`src/rtl/calc1_pkg.sv`:
```
// Shared definitions for the calc1 port scheduler: command/response codes,
// the per-port state encoding and the command legality check.
package calc1_pkg;

  localparam int NUM_PORTS = 4;

  localparam logic [3:0] CMD_NONE = 4'd0;
  localparam logic [3:0] CMD_ADD  = 4'd1;
  localparam logic [3:0] CMD_SUB  = 4'd2;
  localparam logic [3:0] CMD_SHL  = 4'd5;
  localparam logic [3:0] CMD_SHR  = 4'd6;

  localparam logic [1:0] RESP_NONE = 2'd0;
  localparam logic [1:0] RESP_OK   = 2'd1;
  localparam logic [1:0] RESP_ERR  = 2'd2;

  typedef enum logic [1:0] {
    IDLE,
    OP2,
    PEND,
    WAIT
  } port_state_e;

  function automatic logic is_valid_cmd(input logic [3:0] cmd);
    return (cmd == CMD_ADD) || (cmd == CMD_SUB) ||
           (cmd == CMD_SHL) || (cmd == CMD_SHR);
  endfunction

endpackage

```
`src/rtl/calc1_sched_port.sv`:
```
// One requester port: captures the two-cycle cmd/op1, op2 request, holds it
// until the shared ALU accepts it, and emits a one-cycle response pulse.
module calc1_sched_port
  import calc1_pkg::*;
#(
  parameter int DATA_W = 32
) (
  input  logic              i_clk,
  input  logic              i_rst,
  input  logic [3:0]        i_cmd,
  input  logic [DATA_W-1:0] i_data,
  input  logic              i_grant,
  input  logic              i_res_valid,
  input  logic [DATA_W-1:0] i_res_data,
  input  logic              i_res_err,
  output logic              o_pend,
  output logic [3:0]        o_cmd,
  output logic [DATA_W-1:0] o_op1,
  output logic [DATA_W-1:0] o_op2,
  output logic [1:0]        o_resp,
  output logic [DATA_W-1:0] o_data
);

  port_state_e       r_state;
  port_state_e       w_state_nxt;
  logic [3:0]        r_cmd;
  logic [DATA_W-1:0] r_op1;
  logic [DATA_W-1:0] r_op2;
  logic [1:0]        r_resp;
  logic [DATA_W-1:0] r_data;

  always_ff @(posedge i_clk or posedge i_rst) begin
    if (i_rst) r_state <= IDLE;
    else       r_state <= w_state_nxt;
  end

  // NOTE: next state defaults to the current state first, so no branch can infer a latch.
  always_comb begin
    w_state_nxt = r_state;
    case (r_state)
      IDLE: if (i_cmd != CMD_NONE) w_state_nxt = OP2;
      OP2:  w_state_nxt = is_valid_cmd(r_cmd) ? PEND : IDLE;
      PEND: if (i_grant) w_state_nxt = WAIT;
      WAIT: if (i_res_valid) w_state_nxt = IDLE;
      default: w_state_nxt = IDLE;
    endcase
  end

  // Response fields fall back to zero every cycle, so any response is a single-cycle pulse.
  always_ff @(posedge i_clk or posedge i_rst) begin
    if (i_rst) begin
      r_cmd  <= CMD_NONE;
      r_op1  <= '0;
      r_op2  <= '0;
      r_resp <= RESP_NONE;
      r_data <= '0;
    end else begin
      r_resp <= RESP_NONE;
      r_data <= '0;
      case (r_state)
        IDLE: begin
          if (i_cmd != CMD_NONE) begin
            r_cmd <= i_cmd;
            r_op1 <= i_data;
          end
        end
        OP2: begin
          r_op2 <= i_data;
          if (!is_valid_cmd(r_cmd)) r_resp <= RESP_ERR;
        end
        WAIT: begin
          if (i_res_valid) begin
            if (i_res_err) begin
              r_resp <= RESP_ERR;
            end else begin
              r_resp <= RESP_OK;
              r_data <= i_res_data;
            end
          end
        end
        default: ;
      endcase
    end
  end

  assign o_pend = (r_state == PEND);
  assign o_cmd  = r_cmd;
  assign o_op1  = r_op1;
  assign o_op2  = r_op2;
  assign o_resp = r_resp;
  assign o_data = r_data;

endmodule

```
`src/rtl/calc1_port_sched.sv`:
```
// Shares one add/sub/shift ALU between four calc1 requester ports.
// Define CALC1_SCHED_FIXED_PRIO_EN for fixed port1>port2>port3>port4 priority instead of round-robin.
module calc1_port_sched
  import calc1_pkg::*;
#(
  parameter int DATA_W = 32,
  parameter int TAG_W  = 2
) (
  input  logic              c_clk,
  input  logic              reset,
  input  logic [3:0]        req1_cmd_in,
  input  logic [3:0]        req2_cmd_in,
  input  logic [3:0]        req3_cmd_in,
  input  logic [3:0]        req4_cmd_in,
  input  logic [DATA_W-1:0] req1_data_in,
  input  logic [DATA_W-1:0] req2_data_in,
  input  logic [DATA_W-1:0] req3_data_in,
  input  logic [DATA_W-1:0] req4_data_in,
  output logic [1:0]        out_resp1,
  output logic [1:0]        out_resp2,
  output logic [1:0]        out_resp3,
  output logic [1:0]        out_resp4,
  output logic [DATA_W-1:0] out_data1,
  output logic [DATA_W-1:0] out_data2,
  output logic [DATA_W-1:0] out_data3,
  output logic [DATA_W-1:0] out_data4,
  output logic              alu_valid,
  input  logic              alu_ready,
  output logic [3:0]        alu_cmd,
  output logic [DATA_W-1:0] alu_op1,
  output logic [DATA_W-1:0] alu_op2,
  output logic [TAG_W-1:0]  alu_tag,
  input  logic              alu_res_valid,
  input  logic [TAG_W-1:0]  alu_res_tag,
  input  logic [DATA_W-1:0] alu_res_data,
  input  logic              alu_res_err
);

  logic [3:0]           w_cmd_in   [NUM_PORTS];
  logic [DATA_W-1:0]    w_data_in  [NUM_PORTS];
  logic [3:0]           w_port_cmd [NUM_PORTS];
  logic [DATA_W-1:0]    w_port_op1 [NUM_PORTS];
  logic [DATA_W-1:0]    w_port_op2 [NUM_PORTS];
  logic [1:0]           w_resp     [NUM_PORTS];
  logic [DATA_W-1:0]    w_data     [NUM_PORTS];
  logic [NUM_PORTS-1:0] w_pend;

  logic                 r_alu_valid;
  logic [3:0]           r_alu_cmd;
  logic [DATA_W-1:0]    r_alu_op1;
  logic [DATA_W-1:0]    r_alu_op2;
  logic [1:0]           r_grant_idx;
  logic                 w_accept;
  logic                 w_sel_found;
  logic [1:0]           w_sel_idx;

  assign w_cmd_in[0]  = req1_cmd_in;
  assign w_cmd_in[1]  = req2_cmd_in;
  assign w_cmd_in[2]  = req3_cmd_in;
  assign w_cmd_in[3]  = req4_cmd_in;
  assign w_data_in[0] = req1_data_in;
  assign w_data_in[1] = req2_data_in;
  assign w_data_in[2] = req3_data_in;
  assign w_data_in[3] = req4_data_in;

  assign w_accept = r_alu_valid && alu_ready;

  for (genvar g = 0; g < NUM_PORTS; g++) begin : g_port
    calc1_sched_port #(
      .DATA_W (DATA_W)
    ) u_port (
      .i_clk       (c_clk),
      .i_rst       (reset),
      .i_cmd       (w_cmd_in[g]),
      .i_data      (w_data_in[g]),
      .i_grant     (w_accept && (r_grant_idx == 2'(g))),
      .i_res_valid (alu_res_valid && (alu_res_tag == TAG_W'(g))),
      .i_res_data  (alu_res_data),
      .i_res_err   (alu_res_err),
      .o_pend      (w_pend[g]),
      .o_cmd       (w_port_cmd[g]),
      .o_op1       (w_port_op1[g]),
      .o_op2       (w_port_op2[g]),
      .o_resp      (w_resp[g]),
      .o_data      (w_data[g])
    );
  end

`ifdef CALC1_SCHED_FIXED_PRIO_EN
  always_comb begin
    w_sel_found = 1'b0;
    w_sel_idx   = 2'd0;
    for (int i = NUM_PORTS - 1; i >= 0; i--) begin
      if (w_pend[i]) begin
        w_sel_found = 1'b1;
        w_sel_idx   = 2'(i);
      end
    end
  end
`else
  logic [1:0] r_rr_ptr;

  // Search starts at the pointer and wraps; the 2-bit sum wraps modulo 4 by itself.
  always_comb begin
    w_sel_found = 1'b0;
    w_sel_idx   = r_rr_ptr;
    for (int i = 0; i < NUM_PORTS; i++) begin
      if (!w_sel_found && w_pend[r_rr_ptr + 2'(i)]) begin
        w_sel_found = 1'b1;
        w_sel_idx   = r_rr_ptr + 2'(i);
      end
    end
  end

  always_ff @(posedge c_clk or posedge reset) begin
    if (reset)         r_rr_ptr <= 2'd0;
    else if (w_accept) r_rr_ptr <= r_grant_idx + 2'd1;
  end
`endif

  // A held request blocks new grants, so the payload stays frozen until accepted
  // and the next grant is loaded one cycle after the accept.
  always_ff @(posedge c_clk or posedge reset) begin
    if (reset) begin
      r_alu_valid <= 1'b0;
      r_alu_cmd   <= CMD_NONE;
      r_alu_op1   <= '0;
      r_alu_op2   <= '0;
      r_grant_idx <= 2'd0;
    end else if (r_alu_valid) begin
      if (alu_ready) r_alu_valid <= 1'b0;
    end else if (w_sel_found) begin
      r_alu_valid <= 1'b1;
      r_alu_cmd   <= w_port_cmd[w_sel_idx];
      r_alu_op1   <= w_port_op1[w_sel_idx];
      r_alu_op2   <= w_port_op2[w_sel_idx];
      r_grant_idx <= w_sel_idx;
    end
  end

  assign alu_valid = r_alu_valid;
  assign alu_cmd   = r_alu_cmd;
  assign alu_op1   = r_alu_op1;
  assign alu_op2   = r_alu_op2;
  assign alu_tag   = TAG_W'(r_grant_idx);

  assign out_resp1 = w_resp[0];
  assign out_resp2 = w_resp[1];
  assign out_resp3 = w_resp[2];
  assign out_resp4 = w_resp[3];
  assign out_data1 = w_data[0];
  assign out_data2 = w_data[1];
  assign out_data3 = w_data[2];
  assign out_data4 = w_data[3];

endmodule

```
`config.mk`:
```
export PLATFORM = sky130hd
export DESIGN_NAME = calc1_port_sched
export DESIGN_NICKNAME = d
export VERILOG_FILES = /design/src/rtl/calc1_pkg.sv /design/src/rtl/calc1_sched_port.sv /design/src/rtl/calc1_port_sched.sv
export SDC_FILE = /design/constraint.sdc
export NUM_CORES = 1
export LEC_CHECK = 0
export CAP_MARGIN = 20
export CORE_UTILIZATION = 42
export DETAILED_ROUTE_END_ITERATION = 10
export GPL_TIMING_DRIVEN = 0
export PLACE_DENSITY = 0.77
export SLEW_MARGIN = 20
export SYNTH_ARGS = -nofsm -noshare
export SYNTH_HDL_FRONTEND = slang
export SYNTH_HIERARCHICAL = 1
export SYNTH_SLANG_ARGS = --single-unit
```
`constraint.sdc`:
```
create_clock -name c_clk -period 6.6 [get_ports c_clk]
set_input_delay 1.32 -clock c_clk [delete_from_list [all_inputs] [get_ports c_clk]]
set_output_delay 1.32 -clock c_clk [all_outputs]
set_load 0.005 [all_outputs]
```
# == After elaboration in Yosys (flattened, before gate mapping) ==
# Cells that the tools add are included.
# Widths: inputs -> output; s select.
# op_classes
add_sub_neg,4
n_lt_le_gt_ge,5
shifts,0
n_reduce_logical,46
muxes,69
mul,0
n_bitwise,2
div_mod_pow,0
n_eq_ne,46
# op_table
operator,n
$mux 32,13
$bmux 32 s2,2
$mux 2,28
$eq 4x3->1 const B,8
$pmux 2 s4,4
$eq 2x2->1 const B,12
$ne 2x1->1 const B,12
$eq 4x1->1 const B,4
$eq 4x2->1 const B,4
$pmux 2 s2,4
$reduce_bool 4->1,4
$eq 2x1->1 const B,6
$logic_and 1x1->1,12
$logic_not 2->1,6
$logic_or 1x1->1,12
$lt 2x3->1 const B,4
$reduce_and 3->1,4
$mux 1,11
$reduce_and 2->1,5
$bmux 1 s2,4
$bmux 4 s2,1
$mux 4,2
$add 2x1->2 const B,2
$add 2x2->2 const B,2
other kinds (4),6
# word_totals
in_bits,183
latchBits,0
ram_bits,0
regBits,489
elab_cells,202
memories,0
rom_bits,0

# == Depth between registers and ports, before layout ==
# Gate-level depths: netlist of run 1.
# depth
depth_word,17
ltp_mapped,10
ltp_nobuf,6

# == Hierarchy ==
# The synthesis of run 1 kept the hierarchy.
# by_module_without_submodules
module,area_per_inst_um2,cells_per_inst,instances
calc1_sched_port (g_port[2].u_port ...),3812.4,233,2
calc1_sched_port (g_port[0].u_port ...),3771.1,233,2
calc1_port_sched,5089.9,583,1

# == Worst setup path after synthesis of run 1 ==
# No wires, ideal clock.
# synth_timing
path_kind,input -> register
startpoint,in req1_cmd_in[0]
endpoint,reg g_port[0].u_port.r_op1[10]
cell_stages,5
required_ps,6475
setup_slack_ps,3915
path_buffers,2
t_arrival_ps,2560
cell_sequence,or4_4 > and2_4 > buf_6 > buf_6 > mux2_4
# synth_between
elab_chain_cells,2
# synth_lines
item,line,source
from (decl),calc1_port_sched.sv:11,"input logic [3:0] req1_cmd_in,"
$reduce_bool 4->1,calc1_sched_port.sv:62,if (i_cmd != CMD_NONE) begin
$reduce_and 2->1 (no line),n/a,
to (signal assigned),calc1_sched_port.sv:64,r_op1 <= i_data;
to (decl),calc1_sched_port.sv:27,logic [DATA_W-1:0] r_op1;
# Every way passes these cells.
# A chain may end at the register's enable or synchronous reset.

==> impl_metrics.env, run 1 <==
export IMPL_p_per_area_nw_per_um2=532
export IMPL_synth_seq_cells=489
export IMPL_cts_root_buf="clkbuf_16"
export IMPL_gr_usage_all_layers=0.267
export IMPL_fin_setup_tns_ns=0
export IMPL_drt_initial_drc_count=718
export IMPL_swShare=0.370
export IMPL_ios=390
export IMPL_synth_cell_types=36
export IMPL_crit_end="alu_op1[0]$_DFFE_PP0P_"
export IMPL_fmax_mhz=259
export IMPL_r2r_end="alu_op1[0]$_DFFE_PP0P_"
export IMPL_drc=0
export IMPL_dr_pass1_iters=5
export IMPL_layout_commonest_cell="dfrtp_1"
export IMPL_clockPowerShare=0.218
export IMPL_hold_violations=0
export IMPL_rsz0062_at_grt="false"
export IMPL_ctsHtreeMaxLevel=2
export IMPL_antenna_found_initial=9
export IMPL_dp_cells=2524
export IMPL_startpoint_type="flip-flop"
export IMPL_drive_gt1_frac=0.210
export IMPL_tightest_slew_ns=1.13
export IMPL_post_drt_wl_per_cell_um=24.9
export IMPL_finClkSkew_ns=0.0135
export IMPL_grt_first_pass_wirelength_um=97600
export IMPL_worstPathArrival_ns=4.27
export IMPL_synth_warnings=6
export IMPL_dp_slack_ns=2.73
export IMPL_via_per_inst=5.44
export IMPL_hold_path_depth=1
export IMPL_gp_congestion=0.849
export IMPL_grt_max_degree=63
export IMPL_slew_headroom=0.243
export IMPL_syn_area_sq_um=20300
export IMPL_cts_inserted_buffers=52
export IMPL_yosysSeqAreaShare=0.604
export IMPL_cp_end_kind="flip-flop"
export IMPL_net_switching_power_uw=5300
export IMPL_ctsResizeCount=0
export IMPL_clkSinkCount=489
export IMPL_synth_top_area_frac=0.604
export IMPL_p_seq_frac=0.341
export IMPL_rrSetupSlack_ns=2.74
export IMPL_clockBufferDepth=3
export IMPL_fin_cells=2623
export IMPL_clk_pin_slew_ns=0.06
export IMPL_setup_ws_ns=2.74
export IMPL_synthToLayoutAreaGrowth_pct=33.0
export IMPL_path_class="flip-flop to flip-flop"
export IMPL_hpwl_um=46700
export IMPL_hp_start="g_port[3].u_port/o_op2[17]$_DFFE_PP0N_"
export IMPL_cts_tree="yes"
export IMPL_vias=14300
export IMPL_reg2reg_depth=9
export IMPL_combPwrFrac=0.442
export IMPL_syn_area_per_cell_sq_um=13.4
export IMPL_fp_dieW_um=222
export IMPL_finalNetCount=2150
export IMPL_cts_hold_buf=0
export IMPL_cts_setup_buffers=0
export IMPL_die_area_sq_um=49100
export IMPL_crit_required_ns=7.01
export IMPL_grt_ovfl_total=0
export IMPL_fill_cells=3840
export IMPL_clock_latency_ns=0.59
export IMPL_synth_fp_nets=1702
export IMPL_maxCapViolCount=0
export IMPL_fin_crit_sh=0.585
export IMPL_ir_worst_vdd_v=0.000291
export IMPL_grt_pass1_vias=15800
export IMPL_holdWs_ns=0.503
export IMPL_yosysTopAreaCell="dfrtp_1"
export IMPL_synthesis_instances=1515
export IMPL_yosys_top_cells_area="dfrtp_1 60%, mux2_2 11%, a211oi_1 4.7%"
export IMPL_timing_final_crit_period_ns=3.86
export IMPL_port_buffers=389
export IMPL_maxSlewViolCount=0
export IMPL_p_int_uw=9040
export IMPL_wirelength_um=65300
export IMPL_final_cell_mix="489 x dfrtp_1, 389 x clkdlybuf4s50_1, 199 x mux2_2, 128 x and2_1, 127 x a211oi_1"
export IMPL_p_leak_uw=0.0118
export IMPL_antenna_left=0
export IMPL_critPathMaxFanout=10
export IMPL_placement_rows=80
export IMPL_core_area_sq_um=47600
export IMPL_setup_viol=0
export IMPL_die_y_um=222
export IMPL_initial_utilization=0.425
export IMPL_status="finished clean"
export IMPL_hp_class="flip-flop to flip-flop"
-- metrics by stage --
stage	total power [uW]	area (sq um)	utilization
floorplan	8830	20300	-
finish	14300	26900	0.565
global placement	11000	24900	0.523
detailed placement	11200	25100	0.526
global route	15000	26900	0.565
CTS	14400	26900	0.565
-- synth_stat cells (all sizes together) --
master and count:
buf 44, and2 132, nor3 1, a31oi 68, mux2 259, nor2b 8
dfrtp 489, or4 4, o22ai 4, o21ai 9, and3 7, mux2i 73
nand2b 4, a211oi 136, and3b 1, nor3b 5, o31ai 4, nor4 1
xnor2 4, clkbuf 61, a22o 14, nand3b 4, nand2 20, a21boi 1
inv 75, o21bai 2, a211o 1, nor2 79, a2111o 1, ha 4
-- state kept, by name, indices dropped and copies added, names as in the netlist, 2 cells and up, named ones only --
signal	count
alu_tag	2
g_port.u_port/o_cmd	16
g_port.u_port/o_op1	128
g_port.u_port/o_op2	128
alu_op1	32
alu_cmd	4
g_port.u_port/o_data	128
g_port.u_port/r_state	4
alu_op2	32
r_rr_ptr	2
g_port.u_port/o_resp	8
-- routing by layer --
layer  global-route usage  vias to the layer above  share of wire
met3               0.0875                      127          0.082
met2                0.449                      573           0.49
li1                     -                     6226              -
met5                    0                        -         0.0014
met1                0.318                     7335           0.39
met4               0.0986                       14          0.033
-- cells by family (layout without fill, tap and decap cells) --
group | after synthesis | count (layout) | synth area share
AO/OA/AOI/OAI | 240 | 240 | 0.0867
XOR/XNOR | 4 | 4 | 0.00173
adder cells (fa/ha/maj) | 4 | 4 | 0.00247
buffers and inverters | 180 | 670 | 0.0418
flip-flops | 489 | 489 | 0.604
multiplexers | 332 | 332 | 0.191
other | 0 | 3 | 0
AND/OR/NAND/NOR | 266 | 266 | 0.0720
-- how the worst min path moves through the flow --
stage	slack (ns)	to
3_3_place_gp	0.49	g_port[1].u_port/o_cmd[2]$_DFFE_PP0P_
3_5_place_dp	0.49	g_port[2].u_port/o_op1[13]$_DFFE_PP0P_
6_report	0.50	g_port[3].u_port/o_op2[17]$_DFFE_PP0N_
4_1_cts	0.51	g_port[2].u_port/o_op2[18]$_DFFE_PP0N_
2_1_floorplan	0.47	g_port[0].u_port/o_cmd[2]$_DFFE_PP0P_
5_1_grt	0.52	g_port[3].u_port/o_op2[22]$_DFFE_PP0N_
-- worst max-delay path, cell delays in order, from the launching register on --
cell	delay (ns)
dfrtp_1	0.33
clkbuf_1	0.28
nor2b_1	0.40
nor4_1	0.15
nor2_1	0.63
and3_1	0.26
clkbuf_1	0.36
buf_2	0.38
clkbuf_1	0.72
a211oi_1	0.18
-- final cells by class --
| cell class | instances | area (sq um) | area share |
|---|---|---|---|
| sequential | 489 | 12200 | 0.454 |
| multi-input combinational | 846 | 7180 | 0.266 |
| timing repair buffer | 394 | 4030 | 0.150 |
| clock buffer | 68 | 1470 | 0.0547 |
| tap | 615 | 769 | 0.0286 |
| buffer | 105 | 566 | 0.0210 |
| clock inverter | 28 | 373 | 0.0138 |
| inverter | 75 | 304 | 0.0113 |
| antenna | 3 | 7.51 | 0.000279 |
-- power groups by stage --
stage | Sequential (uW) | Combinational, uW | Clock, uW
after floorplan | 4710 | 4130 | 0
after global placement | 4820 | 6140 | 0
after detailed placement | 4900 | 6330 | 0
after CTS | 4860 | 6360 | 3170
after global routing | 4990 | 6780 | 3270
final | 4880 | 6330 | 3120
Note: power is estimated with default switching activity, not from simulation.
==> run 2, diff against run 1 <==
--- a/config.mk
+++ b/config.mk
@@ -9,7 +9,7 @@
 export CORE_UTILIZATION = 42
 export DETAILED_ROUTE_END_ITERATION = 10
 export GPL_TIMING_DRIVEN = 0
-export PLACE_DENSITY = 0.77
+export PLACE_DENSITY = 0.79
 export SLEW_MARGIN = 20
 export SYNTH_ARGS = -nofsm -noshare
 export SYNTH_HDL_FRONTEND = slang
==> constraint.sdc (replaced) <==
create_clock -name c_clk -period 3.31 [get_ports c_clk]
set_input_delay 0.662 -clock c_clk [delete_from_list [all_inputs] [get_ports c_clk]]
set_output_delay 0.662 -clock c_clk [all_outputs]
set_load 0.005 [all_outputs]
==> run 2 against run 1 <==
Hold slack better by 0.0015 ns. Count of clock-buffer cells in the layout down 1. Combinational power up 100%. Register-to-register slack worse by 2.6 ns. Clock power up 82%. Total power up 96%. Largest cell class unchanged. First-iteration DRC count up 20%. Die area unchanged. Global-route usage up 0.31 points.
==> impl_metrics.env, run 2 (synthesis gave the netlist of run 1 again) <==
export IMPL_core_area_sq_um=47600
export IMPL_setup_viol=0
export IMPL_final_cell_mix="489 x dfrtp_1, 389 x clkdlybuf4s50_1, 199 x mux2_2, 128 x and2_1, 125 x a211oi_1"
export IMPL_grt_ovfl_total=0
export IMPL_ctsHtreeMaxLevel=2
export IMPL_die_area_sq_um=49100
export IMPL_hpwl_um=47800
export IMPL_clk_pin_slew_ns=0.06
export IMPL_placed_area_sq_um=25200
export IMPL_critPathMaxFanout=10
export IMPL_startpoint_type="flip-flop"
export IMPL_dr_pass1_iters=5
export IMPL_p_per_area_nw_per_um2=1040
export IMPL_cp_end_kind="flip-flop"
export IMPL_initial_utilization=0.425
export IMPL_cts_tree="yes"
export IMPL_antenna_left=0
export IMPL_post_drt_wl_per_cell_um=25.0
export IMPL_p_leak_uw=0.0118
export IMPL_drt_initial_drc_count=862
export IMPL_finClkSkew_ns=0.0162
export IMPL_cts_hold_buf=0
export IMPL_ir_worst_vdd_v=0.000614
export IMPL_timing_final_crit_period_ns=3.17
export IMPL_hp_class="flip-flop to flip-flop"
export IMPL_swShare=0.374
export IMPL_fin_cells=2627
export IMPL_wirelength_um=65700
export IMPL_dp_cells=2532
export IMPL_clkSinkCount=489
export IMPL_die_y_um=222
export IMPL_p_int_uw=17600
export IMPL_drc=0
export IMPL_fp_dieW_um=222
export IMPL_slew_headroom=0.328
export IMPL_ios=390
export IMPL_rsz0062_at_grt="false"
export IMPL_cts_inserted_buffers=50
export IMPL_via_per_inst=5.47
export IMPL_maxCapViolCount=0
export IMPL_fin_setup_tns_ns=0
export IMPL_crit_required_ns=3.75
export IMPL_p_seq_frac=0.346
export IMPL_fmax_mhz=315
export IMPL_synthToLayoutAreaGrowth_pct=32.9
export IMPL_clockPowerShare=0.202
export IMPL_holdWs_ns=0.505
export IMPL_status="finished clean"
export IMPL_placement_rows=80
export IMPL_cts_setup_buffers=0
export IMPL_antenna_found_initial=9
export IMPL_fin_crit_sh=0.958
export IMPL_finalNetCount=2156
export IMPL_clock_latency_ns=0.59
export IMPL_worstPathArrival_ns=3.61
export IMPL_gp_congestion=0.868
export IMPL_gr_usage_all_layers=0.270
export IMPL_grt_first_pass_wirelength_um=98800
export IMPL_path_class="flip-flop to flip-flop"
export IMPL_combPwrFrac=0.451
export IMPL_grt_max_degree=43
export IMPL_drive_gt1_frac=0.220
export IMPL_vias=14400
export IMPL_layout_commonest_cell="dfrtp_1"
export IMPL_tightest_slew_ns=1.01
export IMPL_hold_violations=0
export IMPL_fill_cells=3868
export IMPL_port_buffers=389
export IMPL_maxSlewViolCount=0
export IMPL_net_switching_power_uw=10500
export IMPL_clockBufferDepth=3
export IMPL_cts_root_buf="clkbuf_16"
export IMPL_fin_util=0.565
export IMPL_grt_pass1_vias=15800
export IMPL_stdcell_area_sq_um=26900
run 2: changes by cell type in the layout (fill, tap and decap cells not counted), moves of 2 or more:
cell,before,now
o21bai_1,2,0
buf_16,5,1
a211oi_2,9,11
o21bai_2,0,2
clkbuf_1,67,56
buf_12,0,12
bufinv_16,8,3
diode_2,3,6
clkbuf_16,53,51
a211oi_1,127,125
inv_6,6,1
clkinv_2,9,13
clkbuf_2,0,10
run 2: path summary, 6_finish.rpt:
path,start,end,slack [ns],cells after the start
max,flip-flop,alu_cmd[1]$_DFFE_PP0P_,0.14,9
min,g_port[0].u_port/o_op2[6]$_DFFE_PP0N_,g_port[0].u_port/o_op2[6]$_DFFE_PP0N_,0.50,1
max reg2reg,flip-flop,alu_cmd[1]$_DFFE_PP0P_,0.14,9
min reg2reg,g_port[0].u_port/o_op2[6]$_DFFE_PP0N_,g_port[0].u_port/o_op2[6]$_DFFE_PP0N_,0.50,1
max in group asynchronous,reset,g_port[2].u_port/o_op1[21]$_DFFE_PP0P_,1.60,4
min in group asynchronous,reset,alu_op1[0]$_DFFE_PP0P_,0.76,2
run 2: metal layers:
layer | wire (um) | global-route usage | vias up | share of wire
li1 | - | - | 6246 | -
met1 | 25700 | 0.322 | 7381 | 0.39
met2 | 32200 | 0.455 | 585 | 0.49
met3 | 5020 | 0.0794 | 151 | 0.076
met4 | 2660 | 0.112 | 10 | 0.040
met5 | 66 | 0 | - | 0.0010
run 2: power groups by stage:
| stage | clock [uW] | combinational, uW | sequential [uW] |
|---|---|---|---|
| floorplan | 0 | 8230 | 9390 |
| global placement | 0 | 12100 | 9640 |
| detailed placement | 0 | 12500 | 9780 |
| CTS | 5790 | 12700 | 9700 |
| global route | 6000 | 13600 | 9980 |
| finish | 5690 | 12700 | 9740 |
run 2: final cells by class:
type / instances / area, sq um / area share
diodes: 6 / 15.0 / 0.000558
plain buffers: 105 / 582 / 0.0216
clock buffers: 67 / 1440 / 0.0534
flip-flops and latches: 489 / 12200 / 0.455
multi-input cells: 846 / 7220 / 0.268
well taps: 615 / 769 / 0.0286
inverters: 75 / 299 / 0.0111
clock inverters: 22 / 208 / 0.00771
repair buffers: 402 / 4160 / 0.155
run 2: worst max-delay path, cell delays in order (launching register included):
cell and delay [ns]:
dfrtp_1 0.32, clkbuf_1 0.27, nor2b_2 0.34, nor2b_1 0.15
a2111o_1 0.47, a211o_1 0.28, buf_2 0.18, clkbuf_1 0.34
a211oi_1 0.58, a211oi_1 0.09
run 2: timing repair:
item,CTS,global route
gates cloned,0,0
resized for setup,11,17
setup endpoints to repair,61,27
run 2: per-stage QoR:
step	worst slack (ns)	power, uW
after floorplan	0.795	17600
after global placement	-1.16	21800
after detailed placement	-0.686	22300
after CTS	0.0470	28200
after global routing	0.0327	29500
final	0.139	28100
==> run 3, diff against run 2 <==
--- a/config.mk
+++ b/config.mk
@@ -6,10 +6,13 @@
 export NUM_CORES = 1
 export LEC_CHECK = 0
 export CAP_MARGIN = 20
-export CORE_UTILIZATION = 42
+export CELL_PAD_IN_SITES_DETAIL_PLACEMENT = 1
+export CELL_PAD_IN_SITES_GLOBAL_PLACEMENT = 2
+export CORE_ASPECT_RATIO = 0.9
+export CORE_UTILIZATION = 32
 export DETAILED_ROUTE_END_ITERATION = 10
 export GPL_TIMING_DRIVEN = 0
-export PLACE_DENSITY = 0.79
+export PLACE_DENSITY = 0.86
 export SLEW_MARGIN = 20
 export SYNTH_ARGS = -nofsm -noshare
 export SYNTH_HDL_FRONTEND = slang
==> run 3 against run 2 <==
Register-to-register slack better by 0.02 ns. Combinational power about the same. Clock power up 13%. Critical endpoint is now alu_op1[7]$_DFFE_PP0P_. First-iteration DRC count down 13%. Count of clock-buffer cells in the layout up 5. Via count down 0.61%. Die area up 31%. Clock skew up 0.0044 ns. Sequential power about the same. Critical path depth unchanged. Sequential cell count unchanged.
==> impl_metrics.env, run 3 (synthesis gave the netlist of run 1 again) <==
export IMPL_swShare=0.376
export IMPL_die_area_sq_um=64300
export IMPL_final_cell_mix="489 x dfrtp_1, 389 x clkdlybuf4s50_1, 199 x mux2_2, 128 x and2_1, 124 x a211oi_1"
export IMPL_multiInputGateArea_sq_um=7240
export IMPL_maxSlewViolCount=0
export IMPL_fin_util=0.440
export IMPL_drc=0
export IMPL_finalNetCount=2161
export IMPL_p_int_uw=18200
export IMPL_ir_worst_vdd_v=0.000463
export IMPL_critPathMaxFanout=10
export IMPL_vias=14300
export IMPL_post_drt_wl_per_cell_um=25.8
export IMPL_status="finished clean"
export IMPL_path_class="flip-flop to flip-flop"
export IMPL_clockPowerShare=0.220
export IMPL_fp_dieW_um=267
export IMPL_combPwrFrac=0.446
export IMPL_hold_violations=0
export IMPL_maxCapViolCount=0
export IMPL_grt_pass1_vias=16300
export IMPL_synthToLayoutAreaGrowth_pct=35.8
export IMPL_core_area_sq_um=62600
export IMPL_fin_crit_sh=0.953
export IMPL_antenna_found_initial=13
export IMPL_crit_required_ns=3.76
export IMPL_cp_end_kind="flip-flop"
export IMPL_wirelength_um=73800
export IMPL_hold_path_depth=1
export IMPL_timing_final_crit_period_ns=3.15
export IMPL_fmax_mhz=317
export IMPL_slew_headroom=0.373
export IMPL_power_uw=29200
export IMPL_fin_cells=2866
export IMPL_setup_viol=0
export IMPL_cts_tree="yes"
export IMPL_placement_rows=87
export IMPL_grt_first_pass_wirelength_um=109000
export IMPL_dp_slack_ns=-0.791
export IMPL_via_per_inst=4.98
export IMPL_grt_max_degree=44
export IMPL_cts_inserted_buffers=53
export IMPL_ctsHtreeMaxLevel=2
export IMPL_holdWs_ns=0.504
export IMPL_p_per_area_nw_per_um2=1060
export IMPL_net_switching_power_uw=11000
export IMPL_drt_initial_drc_count=754
export IMPL_cts_root_buf="clkbuf_16"
export IMPL_p_leak_uw=0.0119
export IMPL_ios=390
export IMPL_clockBufferDepth=3
export IMPL_finClkSkew_ns=0.0206
export IMPL_r2r_end="alu_op1[7]$_DFFE_PP0P_"
export IMPL_regArea_sq_um=12200
export IMPL_reg2reg_depth=9
export IMPL_hpwl_um=54000
export IMPL_antenna_left=0
export IMPL_drive_gt1_frac=0.226
export IMPL_gr_usage_all_layers=0.232
export IMPL_clock_latency_ns=0.60
export IMPL_gp_congestion=0.813
export IMPL_dp_cells=2764
export IMPL_hold_end="g_port[2].u_port/o_op2[19]$_DFFE_PP0N_"
export IMPL_clk_pin_slew_ns=0.06
export IMPL_port_buffers=389
export IMPL_tightest_slew_ns=0.941
export IMPL_fill_cells=6476
export IMPL_layout_commonest_cell="dfrtp_1"
export IMPL_worstPathArrival_ns=3.61
export IMPL_initial_utilization=0.324
export IMPL_cts_setup_buffers=0
export IMPL_clkSinkCount=489
export IMPL_p_seq_frac=0.334
export IMPL_dr_pass1_iters=5
export IMPL_setup_ws_ns=0.156
export IMPL_rrSetupSlack_ns=0.16
export IMPL_die_y_um=241
export IMPL_hp_start="g_port[2].u_port/o_op2[19]$_DFFE_PP0N_"
export IMPL_startpoint_type="flip-flop"
export IMPL_hp_class="flip-flop to flip-flop"
export IMPL_grt_ovfl_total=0
## run 3: changes by cell type in the layout (fill, tap and decap cells not counted), sizes merged
cell	delta
inv	+1
bufinv	+5
clkbuf	+4
buf	+3
clkinv	-3
diode	-1
## run 3: area by class of cell
| cell class | instances | share of cell area |
|---|---|---|
| Sequential cell | 489 | 0.445 |
| Multi-Input combinational cell | 846 | 0.263 |
| Timing Repair Buffer | 404 | 0.153 |
| Clock buffer | 72 | 0.0559 |
| Tap cell | 845 | 0.0384 |
| Buffer | 105 | 0.0211 |
| Clock inverter | 25 | 0.0127 |
| Inverter | 75 | 0.0109 |
| Antenna cell | 5 | 0.000455 |
## run 3: through the flow
step | setup TNS [ns] | cell area, sq um
after floorplan | 0 | 20300
after global placement | -251.51 | 25200
after detailed placement | -25.07 | 25600
after CTS | 0 | 27500
after global routing | -0.00188 | 27500
final | 0 | 27500
## run 3: worst max-delay path by stage
stage,from,endpoint,slack [ns]
after global routing,flip-flop,alu_op1[5]$_DFFE_PP0P_,-0.002
after detailed placement,flip-flop,alu_op1[1]$_DFFE_PP0P_,-0.79
after global placement,reset,alu_op1[20]$_DFFE_PP0P_,-1.40
after CTS,flip-flop,alu_op1[1]$_DFFE_PP0P_,0.01
after floorplan,reset,alu_cmd[0]$_DFFE_PP0P_,0.79
final,flip-flop,alu_op1[7]$_DFFE_PP0P_,0.16
## run 3: power by group through the flow
stage / combinational (uW) / clock (uW) / sequential (uW)
floorplan: 8230 / 0 / 9390
global placement: 12600 / 0 / 9640
detailed placement: 13000 / 0 / 9810
CTS: 13200 / 6570 / 9740
global route: 14000 / 6790 / 10000
finish: 13000 / 6420 / 9750
## run 3: timing repair
item / CTS / global route
gates resized for setup: 17 / 7
hold buffers: 0 / 0
pin swaps: 0 / 1
setup endpoints to repair: 64 / 56
## run 3: per-layer routing
| layer | GRT usage | part of all wire | wire [um] | vias to the layer above |
|---|---|---|---|---|
| li1 | - | - | - | 6243 |
| met1 | 0.284 | 0.41 | 30300 | 7432 |
| met2 | 0.392 | 0.48 | 35800 | 464 |
| met3 | 0.0699 | 0.075 | 5540 | 131 |
| met4 | 0.0718 | 0.028 | 2060 | 16 |
| met5 | 0 | 0.0014 | 105 | - |
## run 3: critical path: stages (launching register included)
cell and delay (ns):
dfrtp_1 0.33, clkbuf_1 0.27, nor2b_1 0.34, nor2_1 0.11, o21bai_2 0.42, clkbuf_2 0.37, buf_1 0.48, a31oi_1 0.17
a211oi_1 0.40, a211oi_1 0.12
